`src/rtl/liteic_pkg.sv`:
```
// Shared interconnect types and defaults for the liteic node arbiters.
// Holds the arbiter state encoding and the default QoS/aging sizes.
package liteic_pkg;

    localparam int IC_QOS_WIDTH    = 4;
    localparam int IC_WR_AGE_LIMIT = 7;

    typedef enum logic [1:0] {
        ARB_IDLE   = 2'd0,
        ARB_OFFER  = 2'd1,
        ARB_LOCKED = 2'd2
    } liteic_arb_state_t;

endpackage

```
`src/rtl/liteic_rr_pick.sv`:
```
// Round-robin picker: first set bit of a candidate mask at or after a pointer,
// searching upward with wrap-around. Shared by the read and write arbiters.
module liteic_rr_pick #(
    parameter int NUM_REQ  = 4,
    parameter int ID_WIDTH = (NUM_REQ > 1) ? $clog2(NUM_REQ) : 1
) (
    input  logic [NUM_REQ-1:0]  i_mask,
    input  logic [ID_WIDTH-1:0] i_ptr,
    output logic [NUM_REQ-1:0]  o_onehot,
    output logic [ID_WIDTH-1:0] o_id,
    output logic                o_found
);

    // Walk the slots in priority order (ptr, ptr+1, ...) and take the first candidate.
    always_comb begin
        o_onehot = '0;
        o_id     = '0;
        o_found  = 1'b0;
        for (int k = 0; k < NUM_REQ; k++) begin
            for (int j = 0; j < NUM_REQ; j++) begin
                if (!o_found && i_mask[j] && (j == ((int'(i_ptr) + k) % NUM_REQ))) begin
                    o_found     = 1'b1;
                    o_onehot[j] = 1'b1;
                    o_id        = ID_WIDTH'(j);
                end else begin
                    o_found = o_found;
                end
            end
        end
    end

endmodule

```
`src/rtl/liteic_qos_write_arbiter.sv`:
```
// Write-path (AW/W/B) owner arbiter for one slave node: QoS priority, round-robin
// tie-break and starvation aging; the grant is held from offer until the B handshake.
module liteic_qos_write_arbiter
    import liteic_pkg::*;
#(
    parameter int NUM_REQ   = 4,
    parameter int QOS_WIDTH = IC_QOS_WIDTH,
    parameter int AGE_LIMIT = IC_WR_AGE_LIMIT,
    parameter int ID_WIDTH  = (NUM_REQ > 1) ? $clog2(NUM_REQ) : 1,
    parameter int AGE_WIDTH = $clog2(AGE_LIMIT + 1)
) (
    input  logic                           clk_i,
    input  logic                           rstn_i,
    input  logic [NUM_REQ-1:0]             req_i,
    input  logic [NUM_REQ*QOS_WIDTH-1:0]   qos_i,
    input  logic                           aw_hs_i,
    input  logic                           b_hs_i,
    output logic                           gnt_valid_o,
    output logic [NUM_REQ-1:0]             gnt_onehot_o,
    output logic [ID_WIDTH-1:0]            gnt_id_o,
    output logic                           locked_o,
    output logic [NUM_REQ-1:0]             aged_o
);

    liteic_arb_state_t      r_state;
    liteic_arb_state_t      w_state_nxt;
    logic                   r_gnt_valid;
    logic [NUM_REQ-1:0]     r_gnt_onehot;
    logic [ID_WIDTH-1:0]    r_gnt_id;
    logic                   r_locked;
    logic [ID_WIDTH-1:0]    r_rr_ptr;
    logic [AGE_WIDTH-1:0]   r_age [NUM_REQ];
    logic [AGE_WIDTH-1:0]   w_age_nxt [NUM_REQ];
    logic [NUM_REQ-1:0]     r_aged;

    logic [QOS_WIDTH-1:0]   w_max_qos;
    logic [NUM_REQ-1:0]     w_aged_cand;
    logic [NUM_REQ-1:0]     w_qos_cand;
    logic [NUM_REQ-1:0]     w_cand;
    logic [NUM_REQ-1:0]     w_pick_onehot;
    logic [ID_WIDTH-1:0]    w_pick_id;
    logic                   w_pick_found;
    logic                   w_load;
    logic                   w_complete;
    logic                   w_gnt_req;
    logic [ID_WIDTH-1:0]    w_rr_inc;

    // Candidate set: aged requesters win outright, otherwise the top-QoS requesters.
    always_comb begin
        w_max_qos = '0;
        for (int i = 0; i < NUM_REQ; i++) begin
            if (req_i[i] && (qos_i[i*QOS_WIDTH +: QOS_WIDTH] > w_max_qos)) begin
                w_max_qos = qos_i[i*QOS_WIDTH +: QOS_WIDTH];
            end else begin
                w_max_qos = w_max_qos;
            end
        end
        for (int i = 0; i < NUM_REQ; i++) begin
            w_aged_cand[i] = req_i[i] & r_aged[i];
            w_qos_cand[i]  = req_i[i] & (qos_i[i*QOS_WIDTH +: QOS_WIDTH] == w_max_qos);
        end
        w_cand = (|w_aged_cand) ? w_aged_cand : w_qos_cand;
    end

    liteic_rr_pick #(
        .NUM_REQ  (NUM_REQ),
        .ID_WIDTH (ID_WIDTH)
    ) u_rr_pick (
        .i_mask   (w_cand),
        .i_ptr    (r_rr_ptr),
        .o_onehot (w_pick_onehot),
        .o_id     (w_pick_id),
        .o_found  (w_pick_found)
    );

    assign w_gnt_req = |(req_i & r_gnt_onehot);
    assign w_rr_inc  = (r_gnt_id == ID_WIDTH'(NUM_REQ - 1)) ? '0 : (r_gnt_id + ID_WIDTH'(1));

    // Next-state logic; b_hs_i in OFFER only counts when it arrives with aw_hs_i.
    always_comb begin
        w_state_nxt = r_state;
        w_load      = 1'b0;
        w_complete  = 1'b0;
        case (r_state)
            ARB_IDLE: begin
                if (w_pick_found) begin
                    w_state_nxt = ARB_OFFER;
                    w_load      = 1'b1;
                end else begin
                    w_state_nxt = ARB_IDLE;
                end
            end
            ARB_OFFER: begin
                if (aw_hs_i && b_hs_i) begin
                    w_state_nxt = ARB_IDLE;
                    w_complete  = 1'b1;
                end else if (aw_hs_i) begin
                    w_state_nxt = ARB_LOCKED;
                end else if (!w_gnt_req) begin
                    w_state_nxt = ARB_IDLE;
                end else begin
                    w_state_nxt = ARB_OFFER;
                end
            end
            ARB_LOCKED: begin
                if (b_hs_i) begin
                    w_state_nxt = ARB_IDLE;
                    w_complete  = 1'b1;
                end else begin
                    w_state_nxt = ARB_LOCKED;
                end
            end
            default: begin
                w_state_nxt = ARB_IDLE;
            end
        endcase
    end

    // Age counters: idle slots clear, completions reset the winner and age the losers.
    always_comb begin
        for (int i = 0; i < NUM_REQ; i++) begin
            if (!req_i[i]) begin
                w_age_nxt[i] = '0;
            end else if (w_complete && r_gnt_onehot[i]) begin
                w_age_nxt[i] = '0;
            end else if (w_complete && (r_age[i] != AGE_WIDTH'(AGE_LIMIT))) begin
                w_age_nxt[i] = r_age[i] + AGE_WIDTH'(1);
            end else begin
                w_age_nxt[i] = r_age[i];
            end
        end
    end

    // State and registered grant outputs; gnt_id is kept across idle periods.
    always_ff @(posedge clk_i or negedge rstn_i) begin
        if (!rstn_i) begin
            r_state      <= ARB_IDLE;
            r_gnt_valid  <= 1'b0;
            r_gnt_onehot <= '0;
            r_gnt_id     <= '0;
            r_locked     <= 1'b0;
            r_rr_ptr     <= '0;
        end else begin
            r_state     <= w_state_nxt;
            r_gnt_valid <= (w_state_nxt != ARB_IDLE);
            r_locked    <= (w_state_nxt == ARB_LOCKED);
            if (w_load) begin
                r_gnt_onehot <= w_pick_onehot;
                r_gnt_id     <= w_pick_id;
            end else if (w_state_nxt == ARB_IDLE) begin
                r_gnt_onehot <= '0;
            end else begin
                r_gnt_onehot <= r_gnt_onehot;
            end
            if (w_complete) begin
                r_rr_ptr <= w_rr_inc;
            end else begin
                r_rr_ptr <= r_rr_ptr;
            end
        end
    end

    // Age counter and aged-flag registers.
    always_ff @(posedge clk_i or negedge rstn_i) begin
        if (!rstn_i) begin
            for (int i = 0; i < NUM_REQ; i++) begin
                r_age[i] <= '0;
            end
            r_aged <= '0;
        end else begin
            for (int i = 0; i < NUM_REQ; i++) begin
                r_age[i]  <= w_age_nxt[i];
                r_aged[i] <= (w_age_nxt[i] == AGE_WIDTH'(AGE_LIMIT));
            end
        end
    end

    assign gnt_valid_o  = r_gnt_valid;
    assign gnt_onehot_o = r_gnt_onehot;
    assign gnt_id_o     = r_gnt_id;
    assign locked_o     = r_locked;
    assign aged_o       = r_aged;

endmodule

```
`config.mk`:
```
export PLATFORM = sky130hd
export DESIGN_NAME = liteic_qos_write_arbiter
export DESIGN_NICKNAME = d
export VERILOG_FILES = /design/src/rtl/liteic_pkg.sv /design/src/rtl/liteic_rr_pick.sv /design/src/rtl/liteic_qos_write_arbiter.sv
export SDC_FILE = /design/constraint.sdc
export NUM_CORES = 1
export LEC_CHECK = 0
export CORE_UTILIZATION = 30
export CTS_CLUSTER_DIAMETER = 150
export DETAILED_ROUTE_END_ITERATION = 10
export GPL_TIMING_DRIVEN = 1
export MAX_ROUTING_LAYER = met4
export PLACE_DENSITY = 0.52
export SKIP_CTS_REPAIR_TIMING = 1
export SLEW_MARGIN = 20
export SYNTH_ARGS = -nofsm -noshare
export SYNTH_HDL_FRONTEND = slang
export SYNTH_SLANG_ARGS = --single-unit
```
`constraint.sdc`:
```
create_clock -name clk_i -period 3.5 [get_ports clk_i]
set_input_delay 0.7 -clock clk_i [delete_from_list [all_inputs] [get_ports clk_i]]
set_output_delay 0.7 -clock clk_i [all_outputs]
set_load 0.005 [all_outputs]
```
After elaboration in Yosys (flattened, before gate mapping)
Cells that the tools add are included.
{ "word_totals": {"elab_cells": 212, "input_bits": 24, "register_bits": 28} }
{ "op_classes": {"add_sub_neg": 8, "bitwise_logic": 12, "muxes": 77, "magnitude_cmp": 4, "reduce_logical": 72, "n_eq_ne": 28} }
{ "op_table": {"columns": ["cell", "n"], "rows": [
  ["logical NOT 32 bit", 4],
  ["logical AND 1 bit", 44],
  ["2-to-1 mux 1 bit", 38],
  ["2-to-1 mux 2 bit", 18],
  ["2-to-1 mux 3 bit", 12],
  ["2-to-1 mux 4 bit", 7],
  ["equality test 3 bit, first input constant", 6],
  ["equality test 4 bit", 4],
  ["logical NOT 1 bit", 15],
  ["adder 3 x 1 -> 3 bit, second input constant", 4],
  ["equality test 3 bit, second input constant", 4],
  ["greater-than comparator 4 bit", 3],
  ["!= test 3 bit, second input constant", 4],
  ["equality test 2 x 3 -> 1 bit, first input constant", 3],
  ["bitwise AND 1 bit", 8],
  ["OR reduction 4 bit", 2],
  ["equality test 2 bit, second input constant", 3],
  ["one-hot mux 2 bit (3 select lines)", 1],
  ["OR reduction 2 bit", 3],
  ["adder 2 x 1 -> 2 bit, second input constant", 2],
  ["adder 2 bit, second input constant", 2],
  ["bitwise AND 4 bit", 1],
  ["equality test 2 bit, first input constant", 2],
  ["greater-than comparator 4 x 1 -> 1 bit, second input constant", 1],
  ["6 further kinds", 10]
]} }

Longest topological paths before layout
Gate-level depths: netlist of run 1.
{ "depth": {"depth_word": 82, "ltp_mapped": 25, "mapped_depth_nobuf": 23} }

By module
From an unflattened synthesis of run 1, not the netlist that was laid out.
{ "hier_totals": {"cells_unflattened": 287, "area_unflattened_um2": 2443.6} }
{ "modules_own_cells": {"columns": ["mod", "area_per_inst_um2", "seq_area_each_um2", "cells_each", "instances"], "rows": [
  ["liteic_qos_write_arbiter", 2294.7, 700.7, 260, 1],
  ["liteic_rr_pick", 148.9, 0.0, 27, 1]
]} }

Worst setup path before layout of run 1
OpenSTA, ideal clock, no wires.
{ "synth_path": {"kind": "input -> register", "from": "input req_i[0]", "to": "register r_gnt_onehot[1] (netlist: gnt_onehot_o[1])", "slack_ns": -2.128, "arrival_ns": 5.503, "cell_stages": 24, "path_buffers": 2, "path_cell_list": "buf_6 nand2_1 inv_1 ha_1 nand4_2 nand2_2 a32o_1 nor2_1 ha_1 nor2b_1 o21bai_1 a21oi_2 o31ai_1 ha_1 nor2b_1 o211ai_1 a21oi_2 clkbuf_8 a211oi_1 a2bb2oi_1 nor4_1 or2_1 o41ai_4 mux2_2"} }
{ "synth_between": {"elab_chain_len": 80, "elab_cells_between_ends": 100} }
{ "synth_lines": {"columns": ["item", "line_no", "source"], "rows": [
  ["start, declared", "liteic_qos_write_arbiter.sv:14", "input logic [NUM_REQ-1:0] req_i,"],
  ["logical AND 1 bit", "liteic_qos_write_arbiter.sv:52", "if (req_i[i] && (qos_i[i*QOS_WIDTH +: QOS_WIDTH] > w_max_qos)) begin"],
  ["2-to-1 mux 4 bit", "liteic_qos_write_arbiter.sv:52", null],
  ["greater-than comparator 4 bit", "liteic_qos_write_arbiter.sv:52", null],
  ["logical AND 1 bit", "liteic_qos_write_arbiter.sv:52", null],
  ["2-to-1 mux 4 bit", "liteic_qos_write_arbiter.sv:52", null],
  ["greater-than comparator 4 bit", "liteic_qos_write_arbiter.sv:52", null],
  ["logical AND 1 bit", "liteic_qos_write_arbiter.sv:52", null],
  ["2-to-1 mux 4 bit", "liteic_qos_write_arbiter.sv:52", null],
  ["[... 63 more ...]", null, null],
  ["2-to-1 mux 1 bit", "liteic_rr_pick.sv:21", "if (!o_found && i_mask[j] && (j == ((int'(i_ptr) + k) % NUM_REQ))) begin"],
  ["logical NOT 1 bit", "liteic_rr_pick.sv:21", null],
  ["logical AND 1 bit (2 in series)", "liteic_rr_pick.sv:21", null],
  ["2-to-1 mux 1 bit", "liteic_rr_pick.sv:21", null],
  ["2-to-1 mux 1 bit", "liteic_qos_write_arbiter.sv:86", "if (w_pick_found) begin"],
  ["one-hot mux 2 bit (3 select lines)", "liteic_qos_write_arbiter.sv:84", "case (r_state)"],
  ["logical NOT 2 bit", "liteic_qos_write_arbiter.sv:150", "end else if (w_state_nxt == ARB_IDLE) begin"],
  ["nonzero test 2 bit (no line)", null, null],
  ["end signal, assigned", "liteic_qos_write_arbiter.sv:148", "r_gnt_onehot <= w_pick_onehot;"],
  ["end signal, assigned", "liteic_qos_write_arbiter.sv:153", "r_gnt_onehot <= r_gnt_onehot;"],
  ["end, declared", "liteic_qos_write_arbiter.sv:28", "logic [NUM_REQ-1:0] r_gnt_onehot;"]
]} }
Parallel ways exist; a longest one is shown, timed or not.
A chain may end at the register's enable or synchronous reset.

Final worst setup path of run 1
{ "layout_path": {"from": "input req_i[0]", "to": "register r_gnt_onehot[2] (netlist: gnt_onehot_o[2])"} }
The elaborated chain is that of the path after synthesis.

==> results of run 1 <==
power groups by stage:
stage	clock network, W	registers [W]	logic (W)
2_1_floorplan	0	0.000415	0.000456
3_3_place_gp	0	0.000428	0.000738
3_5_place_dp	0	0.000428	0.000742
4_1_cts	0.000189	0.000423	0.000746
5_1_grt	0.000198	0.000429	0.000858
6_report	0.000178	0.000423	0.000785
layer usage:
| layer | vias to the layer above | wire length (µm) |
|---|---|---|
| met2 | 50 | 3820 |
| met3 | 10 | 234 |
| met4 | 0 | 114 |
| li1 | 1341 | - |
| met1 | 1264 | 3650 |
| met5 | - | 0 |
sequential cells by signal, indices dropped and copies added (netlist names):
name,flops
gnt_valid_o,1
r_rr_ptr,2
aged_o,4
r_state,2
locked_o,1
gnt_onehot_o,4
gnt_id_o,2
r_age,12
worst max-delay path, delay by kind of cell:
family,cells,cell delay [ns]
compound gates,9,1.80
simple gates,10,1.41
fa+ha+maj,3,0.80
buf+inv,7,0.99
cells by family after synthesis:
kind of cell	count (synthesis)	share of synthesized area (%)
buf+inv	19	3.59
fa+ha+maj	25	12.0
mux	6	2.58
compound gates	100	30.5
simple gates	109	21.5
flops	28	26.8
xor+xnor	9	3.02
path summary, 6_finish.rpt:
kind	startpoint	to	slack, ns	cells after the start
worst max-delay path	req_i[0]	gnt_onehot_o[2]$_DFFE_PN0P_	-2.04	29
worst min-delay path	gnt_id_o[1]$_DFFE_PN0P_	gnt_id_o[1]$_DFFE_PN0P_	0.54	2
worst max register to register	aged_o[1]$_DFF_PN0_	gnt_onehot_o[2]$_DFFE_PN0P_	1.05	11
worst min register to register	gnt_id_o[1]$_DFFE_PN0P_	gnt_id_o[1]$_DFFE_PN0P_	0.54	2
max in group asynchronous	rstn_i	gnt_onehot_o[2]$_DFFE_PN0P_	2.42	2
min in group asynchronous	rstn_i	r_age[0]$_DFF_PN0_	0.80	2
synthesized netlist by cell type (3+ instances only):
cell type	count	area, µm²
a22oi_1	4	30.0
nor3_1	9	45.0
a32o_2	3	33.8
and2_1	3	18.8
mux2_2	6	67.6
o211ai_1	8	60.1
nand3_1	4	20.0
a21oi_1	21	105
a211oi_1	4	30.0
o21ai_0	17	85.1
a21oi_2	3	26.3
xnor2_1	3	26.3
nand2_1	27	101
ha_1	25	313
xor2_1	6	52.6
and3_1	4	25.0
a2bb2oi_1	3	26.3
dfrtp_1	28	701
or3_1	3	18.8
nor2b_1	6	37.5
nor2_1	27	101
inv_1	13	48.8
nor4_1	4	25.0
and2_2	3	22.5
nand4_1	3	18.8
metrics by stage:
step / setup slack, ns / hold WS (ns) / area, µm² / TNS (ns)
after floorplan: -1.86 / 0.404 / 2800 / -16.06
after global placement: -2.72 / 0.513 / 3750 / -24.06
after detailed placement: -2.81 / 0.504 / 3750 / -24.56
after CTS: -2.52 / 0.539 / 3790 / -22.02
after global routing: -2.26 / 0.558 / 3920 / -19.68
final: -2.04 / 0.537 / 3920 / -17.77
area by class of cell:
type | instances | area (µm²) | area share, %
Multi-Input combinational cell | 249 | 2050 | 52.4
Timing Repair Buffer | 112 | 942 | 24.0
Sequential cell | 28 | 701 | 17.9
Tap cell | 105 | 131 | 3.35
Inverter | 13 | 51.3 | 1.31
Clock buffer | 3 | 41.3 | 1.05
==> results.py, run 1 <==
metrics = {
    "drt": {
        "dr_total_vias": 2665,
        "dr.pass1.iters": 4,
        "wl_mm": 7.82,
        "drc_errors": 0,
        "viasPerCell": 5.23,
        "ant_nets": 0,
        "drt-initial-drc-count": 114,
        "routedWlPerCell_um": 15.3,
    },
    "critical_path": {
        "worst_path_most_repeated_cell": "buf_4",
        "criticalPathCategory": "in -> reg",
        "endpoint_kind": "register",
        "slowest_stage": "or4_1",
        "max_stage_delay_ns": 0.52,
        "critPathLaunchType": "input port",
        "required_ns": 3.67,
        "arrival_ns": 5.72,
        "cp_max_fo": 6,
    },
    "yosys": {
        "syn_inst": 296,
        "ys_types": 72,
        "yosysSeqAreaShare_pct": 26.8,
        "yosys_most_used_dff": "dfrtp_1",
        "synth.cell_area_um2": 2610,
        "synth_warnings": 0,
        "synth_nets": 345,
        "async_reset_ff_share_pct": 100,
        "synth_seq_cells": 28,
        "synth_edf_count": 0,
        "syn_area_per_cell_um2": 8.83,
    },
    "worst_hold_path": {
        "hp-class": "reg -> reg",
    },
    "global_routing": {
        "grt_pass1_wl_mm": 12.4,
        "met1_usage_pct": 22.8,
        "antenna_found_initial": 0,
        "grt.total_usage_pct": 17.9,
        "grt_start_max_net_pins": 29,
        "grt_pass1_vias": 2702,
        "grt_util_met2_pct": 31.0,
        "met3_usage_pct": 1.91,
        "gr-total-overflow": 0,
        "grt.busiest_layer": "met2",
    },
    "cells_and_area": {
        "layout_commonest_cell": "buf_4",
        "num-fill-cells": 836,
        "most-common-layout-cells": "76 x buf_4, 28 x dfrtp_1, 27 x nor2_1, 26 x clkdlybuf4s50_1, 22 x nand2_1",
        "layout.cells.non_filler": 510,
        "diodes": 0,
        "drive_gt1_share_pct": 37.0,
        "nNetsFinal": 456,
        "fin_util_pct": 47.0,
        "syn2layout_area_growth_pct": 49.9,
    },
    "sta": {
        "finClkSkew_ns": 0.00738,
        "min_period_over_period_pct": 158,
        "hold_viol": 0,
        "setup_violations": 9,
        "relSlewSlack_pct": 45.0,
        "fin_ws_ns": -2.04,
        "period_minus_slack_ns": 5.54,
        "worst_pin_slew_ns": 0.822,
        "drv_slew": 0,
        "rsz0062_at_grt": "true",
        "max_freq_ghz": 0.180,
    },
    "place": {
        "dp_hpwl_mm": 6.30,
        "portBuffers": 35,
        "gp_congestion": 0.849,
        "placed_cells": 500,
    },
    "power": {
        "seq_power_share_pct": 30.5,
        "powerDensity_nw_per_um2": 354,
        "leakage_nw": 1.88,
        "p_sw_share_pct": 38.0,
        "ir_drop_mv": 0.251,
        "power_w": 0.00139,
        "combPwrFrac_pct": 56.6,
        "p_int_w": 0.000860,
        "pwr-share-clk_pct": 12.8,
        "netSwitchingPower_w": 0.000527,
    },
    "floorplan": {
        "rows": 33,
        "io-pin-count": 36,
        "core_um2": 8340,
        "fp.dieArea_um2": 9090,
        "die_x_um": 95.3,
        "die_h_um": 95.3,
        "start_util_pct": 31.3,
    },
    "clock_network": {
        "cts_tree": "built",
        "cts_root_buf": "clkbuf_8",
        "numCtsBuffers": 3,
        "clockBufferDepth": 2,
        "insertion_delay_ns": 0.28,
        "htree_num_levels": 1,
        "clock-sinks": 28,
        "path_clk_slew_ns": 0.09,
    },
    "status": {
        "violations": "negative setup slack",
        "status": "finished, violations left",
    },
    "flow_run": {
        "max-cap-violations": 0,
    },
}
Note: power is estimated with default switching activity, not from simulation.
==> run 2, diff against run 1 <==
HOLD_SLACK_MARGIN = 0.12   (was unset)
SETUP_SLACK_MARGIN = 0.05   (was unset)
==> results of run 2 <==
Final layout, timing and power as in run 1 (identical DEF).
==> run 3, diff against run 2 <==
==> constraint.sdc (replaced) <==
create_clock -name clk_i -period 3.5 [get_ports clk_i]
set_input_delay 0.525 -clock clk_i [delete_from_list [all_inputs] [get_ports clk_i]]
set_output_delay 0.525 -clock clk_i [all_outputs]
set_load 0.005 [all_outputs]
==> results.py, run 3 (synthesis results as in run 1) <==
metrics = {
    "floorplan": {
        "start_util_pct": 31.3,
        "fp.dieArea_um2": 9090,
        "rows": 33,
        "io-pin-count": 36,
        "die_x_um": 95.3,
        "core_um2": 8340,
        "die_h_um": 95.3,
    },
    "power": {
        "leakage_nw": 1.91,
        "ir_drop_mv": 0.259,
        "powerDensity_nw_per_um2": 355,
    },
    "drt": {
        "dr_total_vias": 2648,
        "ant_nets": 0,
        "wl_mm": 7.86,
        "routedWlPerCell_um": 15.4,
        "viasPerCell": 5.18,
        "dr.pass1.iters": 4,
        "drc_errors": 0,
        "drt-initial-drc-count": 106,
    },
    "place": {
        "dp_hpwl_mm": 6.24,
        "gp_congestion": 0.836,
        "dp_slack_ns": -2.57,
        "placed_cells": 495,
        "placed_area_um2": 3720,
        "portBuffers": 35,
    },
    "clock_network": {
        "numCtsBuffers": 3,
        "insertion_delay_ns": 0.27,
        "path_clk_slew_ns": 0.09,
        "clockBufferDepth": 2,
        "cts_root_buf": "clkbuf_8",
        "htree_num_levels": 1,
        "cts_tree": "built",
        "clock-sinks": 28,
    },
    "critical_path": {
        "cp_max_fo": 8,
        "arrival_ns": 5.48,
        "required_ns": 3.66,
        "cp-startpoint": "req_i[0]",
        "rr_startpoint": "aged_o[1]$_DFF_PN0_",
        "criticalPathCategory": "in -> reg",
        "endpoint_kind": "register",
        "r2r_slack_ns": 1.03,
        "critPathLaunchType": "input port",
    },
    "cells_and_area": {
        "nNetsFinal": 457,
        "most-common-layout-cells": "74 x buf_4, 28 x dfrtp_1, 26 x nor2_1, 26 x clkdlybuf4s50_1, 22 x nand2_1",
        "fin_area_um2": 4020,
        "layout_commonest_cell": "buf_4",
        "register_area_um2": 701,
        "num-fill-cells": 826,
        "largest_reg_flops": 12,
        "drive_gt1_share_pct": 38.4,
        "layout.cells.non_filler": 511,
        "syn2layout_area_growth_pct": 53.7,
        "diodes": 0,
        "regMostFlops": "r_age",
        "multiInputGateArea_um2": 2100,
    },
    "global_routing": {
        "grt_pass1_vias": 2628,
        "grt_start_max_net_pins": 29,
        "antenna_found_initial": 0,
        "gr-total-overflow": 0,
        "grt.total_usage_pct": 18.0,
        "grt_pass1_wl_mm": 12.6,
    },
    "sta": {
        "drv_slew": 0,
        "fin_ws_ns": -1.82,
        "worst_pin_slew_ns": 0.449,
        "hold_viol": 0,
        "max_freq_ghz": 0.188,
        "whs_ns": 0.539,
        "setup_violations": 9,
        "min_period_over_period_pct": 152,
        "period_minus_slack_ns": 5.32,
        "setup_tns_ns": -15.85,
        "rsz0062_at_grt": "true",
        "relSlewSlack_pct": 70.0,
        "finClkSkew_ns": 0.00418,
    },
    "flow_run": {
        "max-cap-violations": 0,
    },
    "status": {
        "violations": "negative setup slack",
        "status": "finished, violations left",
    },
    "worst_hold_path": {
        "hp-start": "gnt_id_o[0]$_DFFE_PN0P_",
        "hp-class": "reg -> reg",
    },
}
-- run 3: where the power goes --
part / switching [W] / internal, W / leakage [nW]
sequential: 0.0000565 / 0.000367 / 0.382
clock: 0.0000956 / 0.0000772 / 0.0216
combinational: 0.000382 / 0.000447 / 1.50
total: 0.000534 / 0.000892 / 1.91
-- run 3: critical path, stage by stage --
cell	delay (ns)
buf_8	0.11
nand2_4	0.08
ha_4	0.21
nor2b_4	0.13
o211ai_4	0.32
a32o_2	0.22
nor2_2	0.04
ha_1	0.32
nand2_2	0.09
o21bai_4	0.20
a211o_1	0.34
o31ai_4	0.08
ha_1	0.28
nor2b_1	0.13
o211ai_1	0.28
a21oi_2	0.13
buf_6	0.16
and2_4	0.14
or2_4	0.23
xor2_2	0.15
o41ai_4	0.49
clkbuf_16	0.22
o41ai_4	0.08
buf_4	0.17
and2_4	0.14
a32o_2	0.21
-- run 3: final timing paths --
check,end,cells past startpoint
setup reg to reg,gnt_onehot_o[0]$_DFFE_PN0P_,11
setup / recovery,gnt_onehot_o[0]$_DFFE_PN0P_,26
hold reg to reg,r_rr_ptr[0]$_DFFE_PN0P_,1
hold / removal,r_rr_ptr[0]$_DFFE_PN0P_,1
min in group asynchronous,gnt_valid_o$_DFF_PN0_,2
max in group asynchronous,r_age[9]$_DFF_PN0_,2
-- run 3: cell type report --
type,count,area share (%)
multi-input combinational,249,52.4
tap,105,3.27
timing repair buffer,113,24.6
clock buffer,3,1.03
inverter,13,1.28
sequential,28,17.4
-- run 3: stage by stage --
stage | utilization [%] | total power, W
after global routing | 48.2 | 0.00153
after floorplan | - | 0.000871
after global placement | 44.6 | 0.00116
after CTS | 45.1 | 0.00134
final | 48.2 | 0.00143
after detailed placement | 44.6 | 0.00116
-- run 3: metal layers --
metal,up-vias,GRT usage [%],wire [µm]
met5,-,-,0
met4,0,1.64,34
met3,4,1.91,194
met2,38,30.1,3830
met1,1267,24.4,3800
li1,1339,-,-
